File: config.mk
export PLATFORM = sky130hd
export DESIGN_NAME = emailbox_mc
export DESIGN_NICKNAME = d
export VERILOG_FILES = /design/src/rtl/emailbox_mc_pkg.sv /design/src/rtl/emailbox_mc_chan.sv /design/src/rtl/packet2emesh.sv /design/src/rtl/emailbox_mc.sv
export VERILOG_INCLUDE_DIRS = /design/src /design/src/rtl
export SDC_FILE = /design/constraint.sdc
export NUM_CORES = 2
export LEC_CHECK = 0
export CORE_MARGIN = 5
export CORE_UTILIZATION = 40
export CTS_CLUSTER_SIZE = 20
export DETAILED_ROUTE_END_ITERATION = 8
export HOLD_SLACK_MARGIN = 0.03
export SLEW_MARGIN = 20
export SYNTH_ARGS = -nofsm -noshare
export SYNTH_HDL_FRONTEND = slang
export SYNTH_SLANG_ARGS = --single-unit
File: constraint.sdc
create_clock -name clk -period 11.4 [get_ports clk]
set_clock_uncertainty 0.1 [all_clocks]
set_input_delay 1.14 -clock clk [delete_from_list [all_inputs] [get_ports clk]]
set_output_delay 1.14 -clock clk [all_outputs]
set_load 0.02 [all_outputs]
File: src/rtl/emailbox_mc_regmap.vh
// emailbox_mc_regmap: register indexes, group decode constants and STAT/CFG bit positions
`ifndef EMAILBOX_MC_REGMAP_VH
`define EMAILBOX_MC_REGMAP_VH
localparam logic [5:0] REG_LO       = 6'hC;
localparam logic [5:0] REG_HI       = 6'hD;
localparam logic [5:0] REG_STAT     = 6'hE;
localparam logic [5:0] REG_CFG      = 6'hF;
localparam logic [3:0] GRP_HI       = 4'hF;
localparam logic [2:0] GRP_LO       = 3'h7;
localparam int         STAT_NE      = 0;
localparam int         STAT_FULL    = 1;
localparam int         STAT_PFULL   = 2;
localparam int         STAT_OVF     = 3;
localparam int         STAT_THR_LSB = 8;
localparam int         STAT_CNT_LSB = 16;
localparam int         CFG_IRQ_EN   = 0;
localparam int         CFG_OVF_CLR  = 1;
localparam int         CFG_THR_LSB  = 8;
`endif

File: src/rtl/emailbox_mc_pkg.sv
// emailbox_mc_pkg: shared register map and address decode type for the mailbox
package emailbox_mc_pkg;
`include "emailbox_mc_regmap.vh"
    typedef struct packed {
        logic       hit;
        logic [3:0] ch;
        logic [5:0] idx;
    } dec_t;
endpackage

File: src/rtl/emailbox_mc_chan.sv
// emailbox_mc_chan: one mailbox channel - FWFT FIFO, count, threshold, irq enable, overflow, hi-hold
// ports: push/din from emesh, rd_lo/cfg_* from register port; read views lo_data/hi_hold/stat/cfg; prog_full, irq
module emailbox_mc_chan
    import emailbox_mc_pkg::*;
#(
    parameter int DEPTH  = 16,
    parameter int THRESH = DEPTH - 4
) (
    input  logic        clk,
    input  logic        nreset,
    input  logic        push,
    input  logic [63:0] din,
    input  logic        rd_lo,
    input  logic        cfg_we,
    input  logic        cfg_irq_en,
    input  logic        cfg_ovf_clr,
    input  logic [7:0]  cfg_thresh,
    output logic [31:0] lo_data,
    output logic [31:0] hi_hold,
    output logic [31:0] stat,
    output logic [31:0] cfg,
    output logic        prog_full,
    output logic        irq
);
    localparam int PTRW = $clog2(DEPTH);
    localparam int CW   = PTRW + 1;
    logic [63:0]     mem [DEPTH];
    logic [PTRW-1:0] wp, rp;
    logic [CW-1:0]   count;
    logic [7:0]      thresh;
    logic            irq_en, ovf, not_empty, full, pop, wr;
    assign not_empty = count != '0;
    assign full      = count == CW'(DEPTH);
    assign pop       = rd_lo & not_empty;
    // a pop in the same cycle frees the slot, so a full channel still accepts the push
    assign wr        = push & (~full | pop);
    assign prog_full = 16'(count) >= 16'(thresh);
    assign irq       = irq_en & (not_empty | prog_full | ovf);
    assign lo_data   = not_empty ? mem[rp][31:0] : '0;
    always_comb begin
        stat = '0;
        stat[STAT_CNT_LSB +: 16] = 16'(count);
        stat[STAT_THR_LSB +: 8] = thresh;
        stat[STAT_OVF] = ovf;
        stat[STAT_PFULL] = prog_full;
        stat[STAT_FULL] = full;
        stat[STAT_NE] = not_empty;
        cfg = '0;
        cfg[CFG_THR_LSB +: 8] = thresh;
        cfg[CFG_IRQ_EN] = irq_en;
    end
    always_ff @(posedge clk)
        if (wr) mem[wp] <= din;
    always_ff @(posedge clk or negedge nreset)
        if (!nreset) begin
            wp      <= '0;
            rp      <= '0;
            count   <= '0;
            thresh  <= 8'(THRESH);
            irq_en  <= 1'b0;
            ovf     <= 1'b0;
            hi_hold <= '0;
        end else begin
            if (wr) wp <= wp + PTRW'(1);
            if (pop) begin
                rp      <= rp + PTRW'(1);
                hi_hold <= mem[rp][63:32];
            end
            count <= count + CW'(wr) - CW'(pop);
            if (cfg_we) begin
                irq_en <= cfg_irq_en;
                thresh <= cfg_thresh;
            end
            // a dropped push in the same cycle as a W1C clear leaves the flag set
            ovf <= (ovf & ~(cfg_we & cfg_ovf_clr)) | (push & full & ~pop);
        end
endmodule

File: src/rtl/packet2emesh.sv
// packet2emesh: splits an emesh packet into its fields
// ports: packet in; write, datamode, ctrlmode, dstaddr, srcaddr, data out
module packet2emesh #(
    parameter int AW = 32,
    parameter int PW = 2*AW+40
) (
    input  logic [PW-1:0] packet,
    output logic          write,
    output logic [1:0]    datamode,
    output logic [4:0]    ctrlmode,
    output logic [AW-1:0] dstaddr,
    output logic [AW-1:0] srcaddr,
    output logic [AW-1:0] data
);
    assign write    = packet[0];
    assign datamode = packet[2:1];
    assign ctrlmode = packet[7:3];
    assign dstaddr  = packet[8 +: AW];
    assign data     = packet[8+AW +: AW];
    assign srcaddr  = packet[8+2*AW +: AW];
endmodule

File: src/rtl/emailbox_mc.sv
// emailbox_mc: multi-channel emesh mailbox with per-channel FIFOs and register readback
// ports: clk, nreset; emesh_access/packet pushes messages; reg_access/packet reads/writes registers;
//        reg_rdata (1-cycle latency), mailbox_irq/_any, mailbox_wait (prog_full)
module emailbox_mc
    import emailbox_mc_pkg::*;
#(
    parameter int         AW     = 32,
    parameter int         PW     = 2*AW+40,
    parameter logic [11:0] ID    = 12'h000,
    parameter int         NCH    = 4,
    parameter int         DEPTH  = 16,
    parameter int         THRESH = DEPTH - 4
) (
    input  logic           clk,
    input  logic           nreset,
    input  logic           emesh_access,
    input  logic [PW-1:0]  emesh_packet,
    input  logic           reg_access,
    input  logic [PW-1:0]  reg_packet,
    output logic [31:0]    reg_rdata,
    output logic [NCH-1:0] mailbox_irq,
    output logic           mailbox_irq_any,
    output logic [NCH-1:0] mailbox_wait
);
    logic          e_write, r_write;
    logic [1:0]    e_dm, r_dm;
    logic [4:0]    e_cm, r_cm;
    logic [AW-1:0] e_dst, e_src, e_dat, r_dst, r_src, r_dat;
    dec_t          ed, rd;
    logic          e_lo, r_rd, r_cfg;
    logic [31:0]   rd_val;
    logic [31:0]   lo [NCH];
    logic [31:0]   hi [NCH];
    logic [31:0]   st [NCH];
    logic [31:0]   cf [NCH];
    logic [31:0]   rv [NCH];
    logic [NCH-1:0] pf, irq;
    logic          unused_ok;
    packet2emesh #(.AW(AW), .PW(PW)) u_e2m (
        .packet(emesh_packet), .write(e_write), .datamode(e_dm), .ctrlmode(e_cm),
        .dstaddr(e_dst), .srcaddr(e_src), .data(e_dat)
    );
    packet2emesh #(.AW(AW), .PW(PW)) u_r2m (
        .packet(reg_packet), .write(r_write), .datamode(r_dm), .ctrlmode(r_cm),
        .dstaddr(r_dst), .srcaddr(r_src), .data(r_dat)
    );
    assign ed = '{hit: e_dst[31:20] == ID && e_dst[19:16] == GRP_HI && e_dst[10:8] == GRP_LO,
                  ch: e_dst[15:12], idx: e_dst[7:2]};
    assign rd = '{hit: r_dst[31:20] == ID && r_dst[19:16] == GRP_HI && r_dst[10:8] == GRP_LO,
                  ch: r_dst[15:12], idx: r_dst[7:2]};
    assign e_lo  = emesh_access & e_write & ed.hit & (ed.idx == REG_LO);
    assign r_rd  = reg_access & ~r_write & rd.hit;
    assign r_cfg = reg_access & r_write & rd.hit & (rd.idx == REG_CFG);
    // channels >= NCH have no instance, so their pushes, writes and reads fall away
    for (genvar c = 0; c < NCH; c++) begin : g_ch
        emailbox_mc_chan #(.DEPTH(DEPTH), .THRESH(THRESH)) u_chan (
            .clk(clk),
            .nreset(nreset),
            .push(e_lo && ed.ch == 4'(c)),
            .din({e_src[31:0], e_dat[31:0]}),
            .rd_lo(r_rd && rd.idx == REG_LO && rd.ch == 4'(c)),
            .cfg_we(r_cfg && rd.ch == 4'(c)),
            .cfg_irq_en(r_dat[CFG_IRQ_EN]),
            .cfg_ovf_clr(r_dat[CFG_OVF_CLR]),
            .cfg_thresh(r_dat[CFG_THR_LSB +: 8]),
            .lo_data(lo[c]),
            .hi_hold(hi[c]),
            .stat(st[c]),
            .cfg(cf[c]),
            .prog_full(pf[c]),
            .irq(irq[c])
        );
        assign rv[c] = rd.idx == REG_LO   ? lo[c] :
                       rd.idx == REG_HI   ? hi[c] :
                       rd.idx == REG_STAT ? st[c] :
                       rd.idx == REG_CFG  ? cf[c] : '0;
    end
    always_comb begin
        rd_val = '0;
        for (int i = 0; i < NCH; i++)
            if (rd.ch == 4'(i)) rd_val = rv[i];
    end
    always_ff @(posedge clk or negedge nreset)
        if (!nreset) reg_rdata <= '0;
        else         reg_rdata <= r_rd ? rd_val : '0;
    // gated so a zero threshold cannot raise wait while in reset
    assign mailbox_wait    = nreset ? pf : '0;
    assign mailbox_irq     = irq;
    assign mailbox_irq_any = |irq;
    assign unused_ok = ^{e_dm, e_cm, r_dm, r_cm, r_src, r_dat, e_dst, r_dst, e_src, e_dat};
endmodule

==> results.ini <==
[placed_design]
dp_cells=12758
port-buffer-count=178
dp_hpwl_um=256000
gp_congestion=0.918
postPlaceCellArea_mm2=0.176

[timing]
hold_viol=0
min_period_ns=6.08
fmax_mhz=164
worst_pin_slew_ns=1.31
post-route-period-util_pct=53.4
rsz0062_at_grt=false
setup_viol=0
setup_tns_ns=0
finalMaxSlewViolations=0
relSlewSlack_pct=12.3

[clock_network]
cts_tree=yes
htree_levels=5
ctsHoldBuffers=1
postCtsResizedCells=0
clk_pin_slew_worst_paths_ns=0.06
clock_sinks=4348
clkLatencyLatePin_ns=1.00
clockRootBuffer=clkbuf_16
post-cts-setup-buffers=0
cts.path.max_buffers=4
numCtsBuffers=434

[synthesis]
synth-seq-cells=4348
synthDistinctLibCells=87
ys.flop_type=edfxtp_1
ys_seq_area_share_pct=77.2
synth_fp_nets=7537
synth.avg_cell_area_um2=23.1
async_reset_ff_share_pct=5.80
syn_area_mm2=0.168
synth_edf_count=4096
syn_inst=7258
ys_warn_count=0

[die]
start_util_pct=40.2
die_h_um=657
num_rows=237
fp.coreArea_mm2=0.417
dieArea_mm2=0.432
boundaryPins=253
dieWidth_um=657

[finish]
syn_to_final_growth_pct=13.7
final_area_mm2=0.190
final_common_cell=edfxtp_1
drive_above_1_share_pct=29.4
nNetsFinal=7977
final_cells=13591
finish.utilization_pct=45.7
n_fill_cell=34138
layout_common_cells=edfxtp_1 (4096), mux4_2 (1157), clkbuf_16 (437)

[critical_path]
r2r-start=g_ch[0].u_chan.rp[0]$_DFFE_PN0P_
crit_arrival_ns=6.60
crit_type=in -> reg
worst-r2r-cell-count=8
startpoint=reg_packet[20]
worst_setup_path_start_kind=primary input
required_ns=11.91
crit_fanout=42
crit_path_end_kind=flop

[pwr]
power.share.sequential_pct=54.7
pwr-share-clk_pct=44.0
power.internal_mw=25.5
p_leak_nw=58.5
peakVddDrop_mv=0.131
power.switching_mw=6.41
p_comb_share_pct=1.3
switching_share_pct=20.1
power_density_mw_per_mm2=168

[hold_path]
holdPathStages=2
worstHoldStart=g_ch[1].u_chan.hi_hold[0]$_DFFE_PN0P_
hp-class=reg -> reg

[grt]
grt_pass1_wl_um=625000
grt_start_max_net_pins=128
grt_pass1_vias=81518
grt_usage_pct=20.1
grt_antenna_before_repair=44
grt-ovfl-total=0

[routing]
drtAntennaViolNets=0
wirelength_um=441000
drt_first_pass_iters=5
wire_per_inst_um=32.5
detailedRoute.firstIterationViolations=9417
drcViolationCount=0
viasPerCell=5.83
dr_total_vias=79251

[status]
status=completed

[run]
maxCapViolCount=0

==> area by class of cell <==
| class | count | area, um^2 | share of cell area, % |
|---|---|---|---|
| clock inverter | 240 | 2190 | 1.15 |
| timing repair buffer | 406 | 3330 | 1.75 |
| tap | 5497 | 6880 | 3.61 |
| inverter | 62 | 233 | 0.122 |
| antenna | 20 | 50.0 | 0.0263 |
| clock buffer | 572 | 11800 | 6.21 |
| sequential | 4348 | 129000 | 67.9 |
| multi-input combinational | 2446 | 36600 | 19.2 |
==> cells in the mapped netlist, drive strengths merged, types with 62 or more instances <==
cell type	n	area share, %
dfrtp	244	3.6
mux2	159	1.1
mux2i	110	0.66
a21oi	62	0.20
ha	63	0.47
o21ai	64	0.19
nand2	102	0.23
edfxtp	4096	73
nor2	69	0.16
a211oi	84	0.38
mux4	1157	16
buf	225	0.68
clkbuf	177	0.40
==> metrics by stage <==
step,setup slack [ns],total power [mW],hold WS [ns]
after floorplan,1.52,17.8,0.342
after global placement,4.55,18.2,0.374
after detailed placement,4.40,18.2,0.366
after CTS,5.44,32.2,0.393
after global routing,5.24,32.9,0.428
final,5.32,31.9,0.388
==> power by group through the flow <==
stage | registers (mW) | clock network (mW) | logic (mW)
final | 17.5 | 14.1 | 0.416
after detailed placement | 17.8 | 0 | 0.423
after floorplan | 17.8 | 0 | 0.0250
after global routing | 17.4 | 15.0 | 0.442
after CTS | 17.5 | 14.3 | 0.423
after global placement | 17.8 | 0 | 0.399
==> worst max-delay path, cell delays in order <==
cell and delay (ns):
clkdlybuf4s50_1 0.41, buf_4 0.21, or4b_2 0.71, buf_4 0.31, nor4_2 0.37, nand4_4 0.80
nand2_1 0.31, nand2_2 0.15, inv_2 0.32, nand2_1 0.21, nor3b_2 0.29, buf_4 0.41
buf_4 0.81
==> per-layer routing <==
layer,vias to the layer above,share of wire [%],global-route usage [%]
met5,-,0.034,0
met4,24,3.8,7.12
met3,673,7.9,3.94
met2,3277,47,31.3
met1,43320,41,28.5
li1,31957,-,-
==> flip-flops by register name, summed over array words and instances, names as in the netlist <==
name and flops:
g_ch.u_chan.count 20, g_ch.u_chan.hi_hold 128, g_ch.u_chan.irq_en 4, g_ch.u_chan.mem 4096
g_ch.u_chan.ovf 4, g_ch.u_chan.rp 16, g_ch.u_chan.thresh 32, g_ch.u_chan.wp 16
reg_rdata 32
==> logic make-up (layout without fill, tap and decap cells) <==
| logic type | after synthesis | after routing | share of synthesized area (%) |
|---|---|---|---|
| xor+xnor | 40 | 40 | 0.209 |
| simple gates | 451 | 451 | 1.63 |
| fa+ha+maj | 67 | 67 | 0.518 |
| buf+inv | 464 | 1280 | 1.21 |
| other cells | 0 | 20 | 0 |
| flops | 4348 | 4348 | 77.2 |
| mux | 1426 | 1426 | 17.3 |
| compound gates | 462 | 462 | 1.99 |
==> worst paths after layout <==
kind	to	slack, ns
worst min-delay path	g_ch[1].u_chan.hi_hold[0]$_DFFE_PN0P_	0.39
min in group asynchronous	g_ch[2].u_chan.hi_hold[18]$_DFFE_PN0P_	0.85
worst max-delay path	g_ch[2].u_chan.mem[7][44]$_DFFE_PP_	5.32
worst min register to register	g_ch[1].u_chan.hi_hold[0]$_DFFE_PN0P_	0.39
worst max register to register	reg_rdata[11]$_DFF_PN0_	6.21
max in group asynchronous	g_ch[3].u_chan.rp[0]$_DFFE_PN0P_	8.90
No activity file was read; power rests on OpenSTA's default activity.
